**src/rtl/key_serial_loader.sv**
```systemverilog
`default_nettype none
// ============================================================================
//  Module      : key_serial_loader
//  Description : Receives a bit-serial key frame (KEY_W key bits MSB-first,
//                then one even-parity bit), checks parity and commits the
//                key to the locked netlist's keyinput bus only on a clean
//                frame. The committed key stays stable between commits.
//                Optional feature macro: KEY_LOCKOUT_EN. When it is defined,
//                MAX_FAIL consecutive parity failures force a lockout that
//                only reset clears.
//  Revision    : 1.0 - initial release
// ============================================================================
module key_serial_loader #(
    parameter int KEY_W    = 32,
    parameter int CNT_W    = 6,
    parameter int MAX_FAIL = 3
) (
    input  logic             clk_i,
    input  logic             rst_ni,
    input  logic             start_i,
    input  logic             ser_valid_i,
    input  logic             ser_data_i,
    output logic             ser_ready_o,
    output logic [KEY_W-1:0] key_o,
    output logic             key_valid_o,
    output logic             busy_o,
    output logic             err_o,
    output logic             locked_o
);

    // ST_LOCKED is reachable only when the lockout feature is built in
    typedef enum logic [2:0] {
        ST_IDLE   = 3'd0,
        ST_SHIFT  = 3'd1,
        ST_PARITY = 3'd2,
        ST_CHECK  = 3'd3,
        ST_LOCKED = 3'd4
    } state_t;

    localparam logic [CNT_W-1:0] C_LAST_BIT = CNT_W'(KEY_W - 1);

    state_t             r_state;
    state_t             w_next_state;
    logic [KEY_W-1:0]   r_shreg;
    logic [CNT_W-1:0]   r_cnt;
    logic               r_par;
    logic [KEY_W-1:0]   r_key;
    logic               r_key_valid;
    logic               w_in_frame;
    logic               w_take;
    logic               w_parity_ok;
    logic               w_lock_now;

    // A bit offered together with an aborting start is discarded
    assign w_in_frame  = (r_state == ST_SHIFT) || (r_state == ST_PARITY);
    assign w_take      = w_in_frame && ser_valid_i && !start_i;
    assign w_parity_ok = ((^r_shreg) ^ r_par) == 1'b0;

    assign ser_ready_o = w_in_frame;
    assign busy_o      = w_in_frame;
    assign key_o       = r_key;
    assign key_valid_o = r_key_valid;

`ifdef KEY_LOCKOUT_EN
    localparam int FAIL_W = $clog2(MAX_FAIL + 1);
    localparam logic [FAIL_W-1:0] C_FAIL_MAX  = FAIL_W'(MAX_FAIL);
    localparam logic [FAIL_W-1:0] C_FAIL_LAST = FAIL_W'(MAX_FAIL - 1);

    logic [FAIL_W-1:0] r_fail;

    // This failure is the one that reaches the lockout threshold
    assign w_lock_now = (r_state == ST_CHECK) && !w_parity_ok && (r_fail >= C_FAIL_LAST);

    // Saturating count of consecutive parity failures, cleared on a commit
    always_ff @(posedge clk_i) begin
        if (!rst_ni) begin
            r_fail <= '0;
        end else if (r_state == ST_CHECK) begin
            if (w_parity_ok) begin
                r_fail <= '0;
            end else if (r_fail != C_FAIL_MAX) begin
                r_fail <= r_fail + 1'b1;
            end
        end
    end
`else
    assign w_lock_now = 1'b0;
`endif

    // State register
    always_ff @(posedge clk_i) begin
        if (!rst_ni) begin
            r_state <= ST_IDLE;
        end else begin
            r_state <= w_next_state;
        end
    end

    // Next-state decode plus the state-derived error and lockout flags
    always_comb begin
        w_next_state = r_state;
        err_o        = 1'b0;
        locked_o     = 1'b0;
        case (r_state)
            ST_IDLE: begin
                if (start_i) begin
                    w_next_state = ST_SHIFT;
                end
            end
            ST_SHIFT: begin
                if (start_i) begin
                    w_next_state = ST_SHIFT;
                end else if (w_take && (r_cnt == C_LAST_BIT)) begin
                    w_next_state = ST_PARITY;
                end
            end
            ST_PARITY: begin
                if (start_i) begin
                    w_next_state = ST_SHIFT;
                end else if (w_take) begin
                    w_next_state = ST_CHECK;
                end
            end
            ST_CHECK: begin
                err_o        = !w_parity_ok;
                w_next_state = w_lock_now ? ST_LOCKED : ST_IDLE;
            end
            ST_LOCKED: begin
`ifdef KEY_LOCKOUT_EN
                locked_o     = 1'b1;
                w_next_state = ST_LOCKED;
`else
                w_next_state = ST_IDLE;
`endif
            end
            default: begin
                w_next_state = ST_IDLE;
            end
        endcase
    end

    // Frame assembly and key commit; the key bus changes only out of CHECK
    always_ff @(posedge clk_i) begin
        if (!rst_ni) begin
            r_shreg     <= '0;
            r_cnt       <= '0;
            r_par       <= 1'b0;
            r_key       <= '0;
            r_key_valid <= 1'b0;
        end else begin
            case (r_state)
                ST_IDLE: begin
                    if (start_i) begin
                        r_shreg <= '0;
                        r_cnt   <= '0;
                    end
                end
                ST_SHIFT, ST_PARITY: begin
                    if (start_i) begin
                        r_shreg <= '0;
                        r_cnt   <= '0;
                    end else if (w_take) begin
                        if (r_state == ST_SHIFT) begin
                            r_shreg <= {r_shreg[KEY_W-2:0], ser_data_i};
                            r_cnt   <= r_cnt + 1'b1;
                        end else begin
                            r_par   <= ser_data_i;
                        end
                    end
                end
                ST_CHECK: begin
                    if (w_parity_ok) begin
                        r_key       <= r_shreg;
                        r_key_valid <= 1'b1;
                    end else if (w_lock_now) begin
                        r_key       <= '0;
                        r_key_valid <= 1'b0;
                    end
                end
                ST_LOCKED: begin
                    r_key       <= '0;
                    r_key_valid <= 1'b0;
                end
                default: begin
                    r_cnt <= '0;
                end
            endcase
        end
    end

endmodule
`default_nettype wire
```
**config.mk**
```make
export PLATFORM = sky130hd
export DESIGN_NAME = key_serial_loader
export DESIGN_NICKNAME = d
export VERILOG_FILES = /design/src/rtl/key_serial_loader.sv
export SDC_FILE = /design/constraint.sdc
export NUM_CORES = 1
export LEC_CHECK = 0
export CORE_UTILIZATION = 55
export CTS_CLUSTER_SIZE = 14
export DETAILED_ROUTE_END_ITERATION = 16
export GPL_TIMING_DRIVEN = 0
export PLACE_DENSITY_LB_ADDON = 0.2
export SKIP_CTS_REPAIR_TIMING = 1
export SYNTH_ARGS = -nofsm -noshare
export SYNTH_HDL_FRONTEND = slang
export SYNTH_SLANG_ARGS = --single-unit
```
**constraint.sdc**
```tcl
create_clock -name clk_i -period 2.77 [get_ports clk_i]
set_clock_uncertainty 0.1 [all_clocks]
set_input_delay 0.554 -clock clk_i [delete_from_list [all_inputs] [get_ports clk_i]]
set_output_delay 0.554 -clock clk_i [all_outputs]
set_load 0.03 [all_outputs]
```
# Yosys cells after proc, flatten, opt, wreduce, memory -nomap -nowiden
# Index checks and enable logic that the tools add are counted.
[op_classes]
addsub = 1
eq_ne = 11
muxes = 21
bitwise_logic = 4
reduce_logical = 16
[op_table]
columns = ["operator", "n"]
rows = [
  ["two-way mux 32 bit", 5],
  ["one-hot mux 32 bit (2 select lines)", 2],
  ["parity 32 bit", 1],
  ["two-way mux 6 bit", 4],
  ["one-hot mux 6 bit (3 select lines)", 1],
  ["two-way mux 3 bit", 5],
  ["AND reduction 4 bit", 3],
  ["!= test 3 bit, second input constant", 3],
  ["one-hot mux 3 bit (3 select lines)", 1],
  ["adder 6 x 1 -> 6 bit, second input constant", 1],
  ["== test 3 x 2 -> 1 bit, second input constant", 2],
  ["== test 6 x 5 -> 1 bit, second input constant", 1],
  ["!= test 2 bit, second input constant", 2],
  ["nonzero test 2 bit", 2],
  ["OR reduction 2 bit", 2],
  ["== test 3 x 1 -> 1 bit, second input constant", 1],
  ["== test 3 bit, second input constant", 1],
  ["logical AND 1 bit", 3],
  ["zero test 3 bit", 1],
  ["!= test 3 x 2 -> 1 bit, second input constant", 1],
  ["inverter 1 bit", 3],
  ["AND reduction 3 bit", 1],
  ["two-way mux 1 bit", 2],
  ["one-hot mux 1 bit (2 select lines)", 1],
  ["4 further kinds", 4],
]
[word_totals]
register_bits = 75
in_bits = 5
output_inout_bits = 37
wordCells = 59

# Logic depth before layout (Yosys ltp)
[depth]
depth_word = 8
mapped_depth = 9
mapped_depth_nobuf = 8

# Worst setup path after synthesis
# Ideal clock, no wire load.
[synth_timing]
path_type = "reg2out"
from = "register r_shreg[10]"
to = "output port err_o"
arrival_time_ps = 1693
required_ps = 2116
setup_slack_ps = 423
path_stages_with_launch = 7
n_path_buf = 0
path_cell_list = "dfxtp_1 > xnor2_1 > xnor2_1 > xnor2_1 > xnor3_1 > xnor2_1 > and2_1"
[synth_via]
elab_chain_len = 3
[synth_lines]
columns = ["element", "line", "rtl"]
rows = [
  ["start, declared", "44", "logic [KEY_W-1:0] r_shreg;"],
  ["start signal, assigned", "164", "r_shreg <= {r_shreg[KEY_W-2:0], ser_data_i};"],
  ["parity 32 bit", "57", "assign w_parity_ok = ((^r_shreg) ^ r_par) == 1'b0;"],
  ["bitwise XOR 1 bit", "57", ""],
  ["two-way mux 1 bit", "104", "case (r_state)"],
  ["end, declared", "27", "output logic err_o,"],
]
# No other way between the ends.

# Worst setup path after layout
[layout_timing]
from = "register r_shreg[17]"
to = "output port err_o"
# The elaborated chain is that of the path after synthesis.

==> impl_metrics.xml <==
<?xml version="1.0" encoding="UTF-8"?>
<metrics>
  <group name="setup_path">
    <metric name="critical_path.top_delay_family" unit="">XOR/XNOR gates</metric>
    <metric name="cp_num_buf_inv" unit="">1</metric>
    <metric name="worst_path_class_setup" unit="">register to output port</metric>
    <metric name="critPathSlowestCell" unit="">sky130_fd_sc_hd__xnor3_2</metric>
    <metric name="crit_chain" unit="">xnor2_2, xnor2_2, xnor2_1, xnor3_2, xnor2_1, and2_1, buf_6</metric>
    <metric name="cp.arrival" unit="ns">2.16</metric>
    <metric name="start_kind" unit="">register</metric>
    <metric name="worst_path_largest_cell_delay" unit="ns">0.47</metric>
    <metric name="critPathRequiredTime" unit="ns">2.12</metric>
    <metric name="worst_setup_path_end_kind" unit="">output port</metric>
    <metric name="cp_max_fo" unit="">4</metric>
  </group>
  <group name="floorplan">
    <metric name="io-pin-count" unit="">42</metric>
    <metric name="initial_utilization" unit="%">56.8</metric>
    <metric name="die_h" unit="um">80.2</metric>
    <metric name="die_outline_area" unit="um2">6430</metric>
    <metric name="num_rows" unit="">28</metric>
    <metric name="placeableCoreArea" unit="um2">5920</metric>
    <metric name="die-width" unit="um">80.2</metric>
  </group>
  <group name="drt">
    <metric name="wire_per_inst" unit="um">13.2</metric>
    <metric name="detailroute.via_count" unit="">2670</metric>
    <metric name="detail_route.vias_per_cell" unit="">5.25</metric>
    <metric name="total_detailed_routing_wirelength" unit="um">6700</metric>
    <metric name="antenna_left" unit="">0</metric>
    <metric name="detail_route.first_pass.iterations" unit="">4</metric>
    <metric name="drt_first_iter_violations" unit="">141</metric>
    <metric name="drt_drc_violations_left" unit="">0</metric>
  </group>
  <group name="run_status">
    <metric name="failed_checks" unit="">setup timing</metric>
    <metric name="status" unit="">finished, violations left</metric>
  </group>
  <group name="cells_and_area">
    <metric name="finalNonFillerCells" unit="">509</metric>
    <metric name="fin_area" unit="um2">4070</metric>
    <metric name="post_route_cells_drive_above_1_share" unit="%">7.37</metric>
    <metric name="final_common_cell" unit="">sky130_fd_sc_hd__nand2_1</metric>
    <metric name="finalNetCount" unit="">440</metric>
    <metric name="multiInputGateArea" unit="um2">1760</metric>
    <metric name="layout-area-overhead-vs-synth" unit="%">21.2</metric>
    <metric name="fillers" unit="">496</metric>
    <metric name="final_antenna_diode_count" unit="">0</metric>
    <metric name="most-common-layout-cells" unit="">105 x sky130_fd_sc_hd__nand2_1, 68 x sky130_fd_sc_hd__dfxtp_1, 38 x sky130_fd_sc_hd__clkdlybuf4s50_1</metric>
    <metric name="area.sequential" unit="um2">1490</metric>
  </group>
  <group name="global_route">
    <metric name="grt_start_max_net_pins" unit="">12</metric>
    <metric name="grt_pass1_vias" unit="">2491</metric>
    <metric name="globalRouteOverflowTotal" unit="">0</metric>
    <metric name="gr-usage-all-layers" unit="%">22.9</metric>
    <metric name="grt_antenna_before_repair" unit="">0</metric>
    <metric name="grt_first_pass_wirelength" unit="um">11200</metric>
  </group>
  <group name="placement">
    <metric name="gp_routability_congestion" unit="">0.803</metric>
    <metric name="dpl.hpwl" unit="um">4730</metric>
    <metric name="dp.cells" unit="">493</metric>
    <metric name="numPortBuffers" unit="">39</metric>
    <metric name="pre_cts_ws" unit="ns">-0.274</metric>
    <metric name="placedInstanceArea" unit="um2">3840</metric>
  </group>
  <group name="timing">
    <metric name="final_worst_path_period_need" unit="ns">2.81</metric>
    <metric name="final.setup.tns" unit="ns">-0.0397</metric>
    <metric name="finalWorstSetupSlack" unit="ns">-0.0397</metric>
    <metric name="timing_max_transition_violations_final" unit="">0</metric>
    <metric name="timing.final.crit_share" unit="%">101</metric>
    <metric name="rsz0062_at_grt" unit="">true</metric>
    <metric name="timing.final.setup_violations" unit="">1</metric>
    <metric name="max_clock_freq" unit="MHz">356</metric>
    <metric name="report.final.hold_viol_count" unit="">0</metric>
  </group>
  <group name="synthesis">
    <metric name="synth.avg_cell_area" unit="um2">8.87</metric>
    <metric name="synthXorXnorAreaFrac" unit="%">9.94</metric>
    <metric name="yosys.area.top_type_share" unit="%">44.1</metric>
    <metric name="synth_fa_ha_area_share" unit="%">1.86</metric>
    <metric name="synth_top_cell_by_area" unit="">sky130_fd_sc_hd__dfxtp_1</metric>
    <metric name="muxShareOfSynthArea" unit="%">10.8</metric>
    <metric name="synth_compound_area_share" unit="%">9.64</metric>
    <metric name="yosys_warnings" unit="">0</metric>
    <metric name="synth-simple-area-share" unit="%">19.3</metric>
    <metric name="netlist-cell-type-count" unit="">33</metric>
    <metric name="synth.ff_latch_count" unit="">74</metric>
    <metric name="post_synth_instance_area" unit="um2">3360</metric>
    <metric name="synth.area.top_cells" unit="">sky130_fd_sc_hd__dfxtp_1 44%, sky130_fd_sc_hd__nand2_1 12%, sky130_fd_sc_hd__mux2i_1 10%, sky130_fd_sc_hd__a21boi_0 7.6%, sky130_fd_sc_hd__xnor2_1 7.0%</metric>
    <metric name="syn_nets" unit="">389</metric>
    <metric name="largest_family_of_logic_cells_by_synthesized_area" unit="">simple AND/OR/NAND/NOR gates</metric>
    <metric name="netlist_instances" unit="">379</metric>
    <metric name="synth-seq-area-share" unit="%">44.1</metric>
  </group>
  <group name="power">
    <metric name="total_leakage_power" unit="uW">0.00131</metric>
    <metric name="max-vdd-ir-drop" unit="mV">0.407</metric>
    <metric name="powerDensity" unit="nW/um2">527</metric>
  </group>
  <group name="clocking">
    <metric name="cts.clk_slew.worst_paths" unit="ns">0.08</metric>
    <metric name="cts_sinks" unit="">74</metric>
    <metric name="tritoncts" unit="">built</metric>
    <metric name="cts-root-buf" unit="">sky130_fd_sc_hd__clkbuf_8</metric>
    <metric name="source_to_sink_clock_delay_at_the_later_pin_of_the_worst_skew_pair" unit="ns">0.34</metric>
    <metric name="tritoncts_buffers" unit="">9</metric>
    <metric name="cts-htree-levels" unit="">3</metric>
    <metric name="clockBufferDepth" unit="">2</metric>
  </group>
  <group name="min_path">
    <metric name="hold_class" unit="">register to register</metric>
  </group>
  <group name="flow_run">
    <metric name="max_cap_viol_count" unit="">0</metric>
  </group>
</metrics>
flip-flops by register name, indices dropped and copies added, names as in the netlist:
register / cells
key_valid_o: 1
key_o: 32
r_cnt: 6
r_shreg: 32
r_par: 1
r_state: 2
area by class of cell:
| cell class | instances | area share, % |
|---|---|---|
| Buffer | 27 | 3.23 |
| Tap cell | 75 | 2.30 |
| Clock inverter | 3 | 0.983 |
| Inverter | 3 | 0.276 |
| Sequential cell | 74 | 36.6 |
| Timing Repair Buffer | 40 | 9.80 |
| Clock buffer | 12 | 3.56 |
| Multi-Input combinational cell | 275 | 43.2 |
kinds of logic (layout without fill, tap and decap cells):
logic type | count (synthesis) | after routing
other | 1 | 1
XOR/XNOR | 35 | 35
flip-flops | 74 | 74
adder cells (fa/ha/maj) | 5 | 5
buffers and inverters | 30 | 85
AND/OR/NAND/NOR | 155 | 155
multiplexers | 35 | 35
AO/OA/AOI/OAI | 44 | 44
final timing paths:
path | from | end | slack (ns) | cells after the start
setup / recovery | r_shreg[17]$_SDFFE_PN0P_ | err_o | -0.04 | 7
hold / removal | key_o[17]$_SDFFE_PN0P_ | key_o[17]$_SDFFE_PN0P_ | 0.36 | 2
setup reg to reg | r_shreg[17]$_SDFFE_PN0P_ | key_o[8]$_SDFFE_PN0P_ | 0.33 | 8
hold reg to reg | key_o[17]$_SDFFE_PN0P_ | key_o[17]$_SDFFE_PN0P_ | 0.36 | 2
where the power goes:
| group | total (uW) | switching [uW] | leakage (uW) | internal [uW] |
|---|---|---|---|---|
| logic | 252 | 168 | 0.000611 | 83.7 |
| registers | 1080 | 8.02 | 0.000600 | 1070 |
| clock network | 815 | 381 | 0.0000962 | 434 |
metal layers:
layer  vias to the layer above  global-route usage, %  wire length, um
li1                       1352                      -                -
met3                        14                   5.34              273
met1                      1241                   29.0             3220
met4                         0                   9.82              136
met2                        63                   37.0             3070
met5                         -                      0                0
Yosys cell counts (all sizes together):
| cell | n |
|---|---|
| buf | 11 |
| conb | 1 |
| or3 | 1 |
| and2 | 1 |
| dfxtp | 74 |
| clkbuf | 16 |
| o22a | 1 |
| o21ba | 1 |
| nor2b | 2 |
| a211oi | 1 |
| nand2 | 105 |
| nand3b | 1 |
| xor2 | 6 |
| mux2i | 35 |
| nand4 | 2 |
| o21ai | 1 |
| xnor3 | 2 |
| o41ai | 1 |
| inv | 3 |
| ha | 5 |
| or4 | 1 |
| xnor2 | 27 |
| nand3 | 32 |
| o21a | 1 |
| a21boi | 34 |
| a21oi | 3 |
| nand2b | 1 |
| o22ai | 1 |
| nor2 | 8 |
| and3 | 1 |
stage by stage:
stage / total power, uW / util [%] / hold WS [ns]
detailed placement: 1350 / 64.9 / 0.346
global placement: 1350 / 64.9 / 0.342
finish: 2150 / 68.8 / 0.357
CTS: 2160 / 68.1 / 0.359
global route: 2230 / 68.8 / 0.374
floorplan: 1280 / - / 0.364
worst min-delay path, stage by stage (launching register included):
cell	delay (ns)
sky130_fd_sc_hd__dfxtp_1	0.31
sky130_fd_sc_hd__nand2_1	0.05
sky130_fd_sc_hd__mux2i_1	0.05
(Power assumes the default switching activity.)
